$ cat src/rtl/result_sel_pipe.sv
// rtl/result_sel_pipe.sv - NSRC-way result selector with registered output and 2-entry skid buffer
module result_sel_pipe #(
    parameter int N     = 16,
    parameter int NSRC  = 4,
    parameter int SEL_W = 2
) (
    input  logic              clk,
    input  logic              rst,
    input  logic [NSRC*N-1:0] src_data,
    input  logic [SEL_W-1:0]  sel,
    input  logic              in_valid,
    output logic              in_ready,
    output logic [N-1:0]      out_data,
    output logic [SEL_W-1:0]  out_src,
    output logic              out_err,
    output logic              out_valid,
    input  logic              out_ready
);

    typedef enum logic [1:0] {
        EMPTY = 2'd0,
        ONE   = 2'd1,
        FULL  = 2'd2
    } state_t;

    state_t           state;
    logic [N-1:0]     skid_data;
    logic [SEL_W-1:0] skid_src;
    logic             skid_err;

    logic [N-1:0]     cap_data;
    logic             cap_err;

    // Select the addressed channel; an index with no channel behind it yields 0 and flags an error
    always_comb begin
        cap_data = '0;
        cap_err  = 1'b1;
        for (int k = 0; k < NSRC; k++) begin
            if (sel == SEL_W'(k)) begin
                cap_data = src_data[k*N +: N];
                cap_err  = 1'b0;
            end
        end
    end

    // Occupancy FSM: main register drives the outputs, skid absorbs one extra entry while writeback stalls
    always_ff @(posedge clk) begin
        if (rst) begin
            state     <= EMPTY;
            in_ready  <= 1'b1;
            out_valid <= 1'b0;
            out_data  <= '0;
            out_src   <= '0;
            out_err   <= 1'b0;
            skid_data <= '0;
            skid_src  <= '0;
            skid_err  <= 1'b0;
        end else begin
            case (state)
                EMPTY: begin
                    if (in_valid) begin
                        out_data  <= cap_data;
                        out_src   <= sel;
                        out_err   <= cap_err;
                        out_valid <= 1'b1;
                        state     <= ONE;
                    end
                end
                ONE: begin
                    if (in_valid && out_ready) begin
                        out_data <= cap_data;
                        out_src  <= sel;
                        out_err  <= cap_err;
                    end else if (in_valid) begin
                        skid_data <= cap_data;
                        skid_src  <= sel;
                        skid_err  <= cap_err;
                        in_ready  <= 1'b0;
                        state     <= FULL;
                    end else if (out_ready) begin
                        out_valid <= 1'b0;
                        state     <= EMPTY;
                    end
                end
                FULL: begin
                    if (out_ready) begin
                        out_data <= skid_data;
                        out_src  <= skid_src;
                        out_err  <= skid_err;
                        in_ready <= 1'b1;
                        state    <= ONE;
                    end
                end
                default: begin
                    state     <= EMPTY;
                    in_ready  <= 1'b1;
                    out_valid <= 1'b0;
                end
            endcase
        end
    end

endmodule

$ cat config.mk
export PLATFORM = sky130hd
export DESIGN_NAME = result_sel_pipe
export DESIGN_NICKNAME = d
export VERILOG_FILES = /design/src/rtl/result_sel_pipe.sv
export SDC_FILE = /design/constraint.sdc
export NUM_CORES = 1
export LEC_CHECK = 0
export ABC_AREA = 1
export BUFFER_PORTS_ARGS = -buffer_cell sky130_fd_sc_hd__buf_2
export CELL_PAD_IN_SITES_DETAIL_PLACEMENT = 0
export CELL_PAD_IN_SITES_GLOBAL_PLACEMENT = 2
export CORE_MARGIN = 4
export CORE_UTILIZATION = 23
export DETAILED_ROUTE_END_ITERATION = 8
export GPL_TIMING_DRIVEN = 0
export HOLD_SLACK_MARGIN = 0.03
export PLACE_DENSITY = 0.85
export SYNTH_ARGS = -nofsm -noshare
export SYNTH_HDL_FRONTEND = slang
export SYNTH_SLANG_ARGS = --single-unit
$ cat constraint.sdc
create_clock -name clk -period 1.25 [get_ports clk]
set_input_delay 0.125 -clock clk [delete_from_list [all_inputs] [get_ports clk]]
set_output_delay 0.125 -clock clk [all_outputs]
set_load 0.02 [all_outputs]
**Word-level counts from Yosys, hierarchy flattened**

Cells that the tools add are included.

- Flip-flop bits (word level): 42
- Logic and storage cells: 69
- Input port bits: 70
- Output and inout port bits: 21

- Bitwise logic cells: 3
- Reduce and logical (&&, ||, !) cells: 9
- Mux-type cells: 35
- Equal/unequal tests: 13

Operator list:

| cell | count |
|---|---|
| $mux W16 | 7 |
| $pmux W16 S3 | 1 |
| $mux W2 | 8 |
| $mux W1 | 14 |
| $ne A2 B2 Y1 const B | 7 |
| $pmux W2 S3 | 2 |
| $reduce_and A4 Y1 | 3 |
| $pmux W1 S3 | 3 |
| $eq A2 B2 Y1 const B | 3 |
| $reduce_and A5 Y1 | 1 |
| $eq A2 B1 Y1 const B | 2 |
| $logic_not A2 Y1 | 2 |
| $ne A3 B3 Y1 const B | 1 |
| $not A1 Y1 | 3 |
| $reduce_and A3 Y1 | 1 |
| $reduce_bool A3 Y1 | 1 |
| $logic_and A1 B1 Y1 | 1 |

**Longest topological paths before layout**

- Word-level depth: 7
- Gate-level depth with buffers: 9
- Gate-level depth less buffers: 7

**Least setup slack after synthesis**

OpenSTA, ideal clock, no wires.

- Path kind: register to register
- From: reg state[1]
- To: reg skid_data[10]
- Path slack: -0.017 ns
- Period minus slack after synthesis: 1.267 ns
- Required time: 1.133 ns
- Buffers on the path: 2
- Setup time: 0.117 ns
- Arrival time: 1.150 ns
- Stages on the path, launching flop included: 9
- Cells stage by stage: dfxtp_1 -> buf_4 -> inv_4 -> nand2_2 -> nor3_4 -> inv_2 -> buf_6 -> a21oi_2 -> nor2_1

- Word-level cells in the longest chain between the ends: 2

Ends and longest elaborated chain:

| element | line | source |
|---|---|---|
| from (decl) | 26 | `state_t state;` |
| from (signal assigned) | 49 | `state <= EMPTY;` |
| from (signal assigned) | 66 | `state <= ONE;` |
| from (signal assigned) | 79 | `state <= FULL;` |
| $eq A2 B1 Y1 | 59 | `case (state)` |
| $reduce_and A3 Y1 (no source line) | - |  |
| to (signal assigned) | 75 | `skid_data <= cap_data;` |
| to (decl) | 27 | `logic [N-1:0] skid_data;` |

Every way passes these cells.
A chain may end at the register's enable or synchronous reset.

**Worst setup path in the final report**

- From: reg state[1]
- To: reg skid_data[8]

Same word-level chain as after synthesis.

==> results.md <==
- Number of synthesized flops with an enable pin: 0
- Metal2 WL: about 4.1 mm
- Mean area per synthesized cell: 6.59 sq um
- Total track usage: 14.3%
- GRT overflow: 0
- Share of cells above drive strength 1: 33.8%
- Clk_skew: 0.00534 ns
- Detailed Route Iter0 Violations: 143
- Met1 Wirelength: 3.69 mm
- Count of cell types in the netlist: 27
- CTS Buf Count: 5
- Synthesized net count: 434
- Max-slew violation count: 0
- Port bufs: between 80 and 90
- IR drop worst, VDD: 398 uV
- Hpwl dp: roughly 6.2 mm
- RSZ-0062 raised after global routing: yes
- Leakage power: 1.63 nW
- CTS tree: yes
- Final hold vios: 0
- Violated checks: setup timing
- Max Used Layer: met5
- Post-synthesis sequential area ratio: 35.1%
- R2R Path Start: state[1]
- Clock sink total: 42
- Post-synth top flop: dfxtp_1
- Vias per cell: 4.50
- Initial Utilization: 23.4%
- Mapped cell area: 2400 sq um
- Hold buffers post-CTS: 0
- Largest net degree at the start of global routing: 16
- Clk buf depth: 2
- CP max FO: 5
- Max Cap Viol: 0
- Relative max-transition margin: between 60 and 70%
- Design Power: 3.37 mW
- Endpoints failing setup: 17
- Initial antenna violation count: 1
- Final worst slack: -0.0741 ns
- Number of global-route vias before repair: ~2600
- Post-route minimum period: 1.32 ns
- Status: complete, but fails checks
- Core area: 10200 sq um
- Worst Path Arrival: about 1.6 ns
- Placer Congestion: 0.802
- Row count: 37
- Flops & latches, synth: 42
- CTS H-tree depth: 2
- Clock slew at reported path FFs: 0.09 ns
- First-pass GRT wire length: 13.3 mm
- Least-Margin Pin Slew: 0.552 ns
- Worst Setup Start Kind: register
- Root Buffer: clkbuf_8
- Synthesized instance count: 364
- Insertion delay to the later sink of the worst-skew pair: 0.30 ns
- Power Density: 994 nW/um^2
- Total Nets Final: 542
- Die X: 110 microns
- Post-route ant nets: 0
- DRC Markers: 0
- Final Cycle Share: 106%
- Crit path from: state[1]
- Setup TNS Final: -0.534 ns
- Fillers: 1126
- Drt pass-1 iters: 4
- Hold Path Origin: in_valid
- Crit end category: register
- Vias: 2742
- Ys Warns: 0
- DIE HEIGHT: 110 microns
- Routed met3 length: 522 microns
- WS Path Type: reg2reg
- Num ports: 91
- Number of diodes: 0
- Post-route insts no fill: 609
- Synth async-reset ratio: 0%
- Worst EP required: between 1 and 1.5 ns
- Area Growth Syn to Fin: 41.3%
- Max Freq: ~760 MHz
- Hold WC Path Type: in2reg
- Drt total wl: 8.40 mm
- Die ar.: 12100 sq um
- Placed cell count: 589
- Drt wl/cell: 13.8 microns
-- power by group --
group	internal (mW)	switching, mW	total [mW]	leakage [nW]
Clock	0.400	0.527	0.927	0.0408
Combinational	0.379	0.573	0.952	1.25
Sequential	1.44	0.0521	1.49	0.346
Total	2.22	1.15	3.37	1.63
-- cells in the mapped netlist, types with 6 or more instances --
| master | instances | area (sq um) |
|---|---|---|
| o21bai_1 | 7 | 52.6 |
| nand3_1 | 47 | 235 |
| clkbuf_1 | 6 | 22.5 |
| a21oi_1 | 17 | 85.1 |
| inv_1 | 24 | 90.1 |
| a21oi_2 | 12 | 105 |
| dfxtp_1 | 42 | 841 |
| nor2_1 | 48 | 180 |
| o21ai_1 | 15 | 75.1 |
| or2_1 | 13 | 81.3 |
| o21ai_0 | 14 | 70.1 |
| nand2_1 | 87 | 327 |
-- through the flow --
stage                     cell area, sq um  setup WS [ns]  hold WS, ns  util (%)
final                                 3390        -0.0741        0.135      33.1
after global routing                  3390         -0.123        0.149      33.1
after CTS                             3350        -0.0887        0.129      32.8
after detailed placement              3020         -0.236        0.438      29.5
after global placement                3020         -0.256        0.433      29.5
after floorplan                       2400        0.00147        0.258         -
-- registers in the layout (all words and copies together) (netlist names) --
register,flops
in_ready,1
out_data,16
out_err,1
out_src,2
out_valid,1
skid_data,16
skid_err,1
skid_src,2
state,2
-- layer usage --
metal  vias to the layer above  GRT usage [%]
met5                         -              0
met4                         2           3.78
met3                        10           3.67
met2                        80           24.1
met1                      1253           18.0
li1                       1397              -
-- cell families after synthesis --
| family | synth area share, % |
|---|---|
| DFF | 35.1 |
| AOI/OAI and AO/OA | 16.8 |
| buffers and inverters | 9.60 |
| and+or+nand+nor | 38.6 |
-- timing repair --
| item | CTS | global route |
|---|---|---|
| pin swaps | 13 | 4 |
| endpoints found under the setup margin | 39 | 38 |
| gates cloned | 2 | 1 |
| setup buffers | 11 | 2 |
| resized for setup | 33 | 13 |
-- placed cells by master, fill, tap and decap left out, types with 3 or more instances in the layout --
cell type	Yosys	layout
a21oi_1	17	13
a21oi_2	12	16
buf_2	5	91
buf_4	5	11
buf_6	3	4
buf_8	0	4
clkbuf_1	6	6
clkbuf_8	0	5
dfxtp_1	42	40
inv_1	24	24
nand2_1	87	86
nand2_4	1	4
nand3_1	47	47
nor2_1	48	45
nor2_4	1	3
o21ai_0	14	10
o21ai_1	15	18
o21bai_1	7	6
or2_1	13	13
-- worst paths after layout --
kind | slack [ns] | depth (start not counted) | end
worst min register to register | 0.45 | 2 | out_data[6]
worst max-delay path | -0.07 | 8 | skid_data[8]
worst min-delay path | 0.14 | 3 | out_valid
worst max register to register | -0.07 | 8 | skid_data[8]
-- area by class of cell --
type / count / area (sq um) / share of cell area (%)
Tap cell: 136 / 170 / 5.02
Clock buffer: 5 / 68.8 / 2.03
Clock inverter: 3 / 23.8 / 0.702
Timing Repair Buffer: 102 / 603 / 17.8
Multi-Input combinational cell: 275 / 1420 / 42.0
Inverter: 29 / 121 / 3.58
Sequential cell: 42 / 848 / 25.0
Buffer: 17 / 130 / 3.84
-- critical path, cell delays in order (launching register included) --
cell      delay, ns
dfxtp_4        0.36
inv_4          0.07
nand2_4        0.05
nor3_4         0.22
buf_6          0.17
buf_12         0.11
buf_8          0.11
o21bai_1       0.07
a21oi_1        0.11
(Power assumes the default switching activity.)
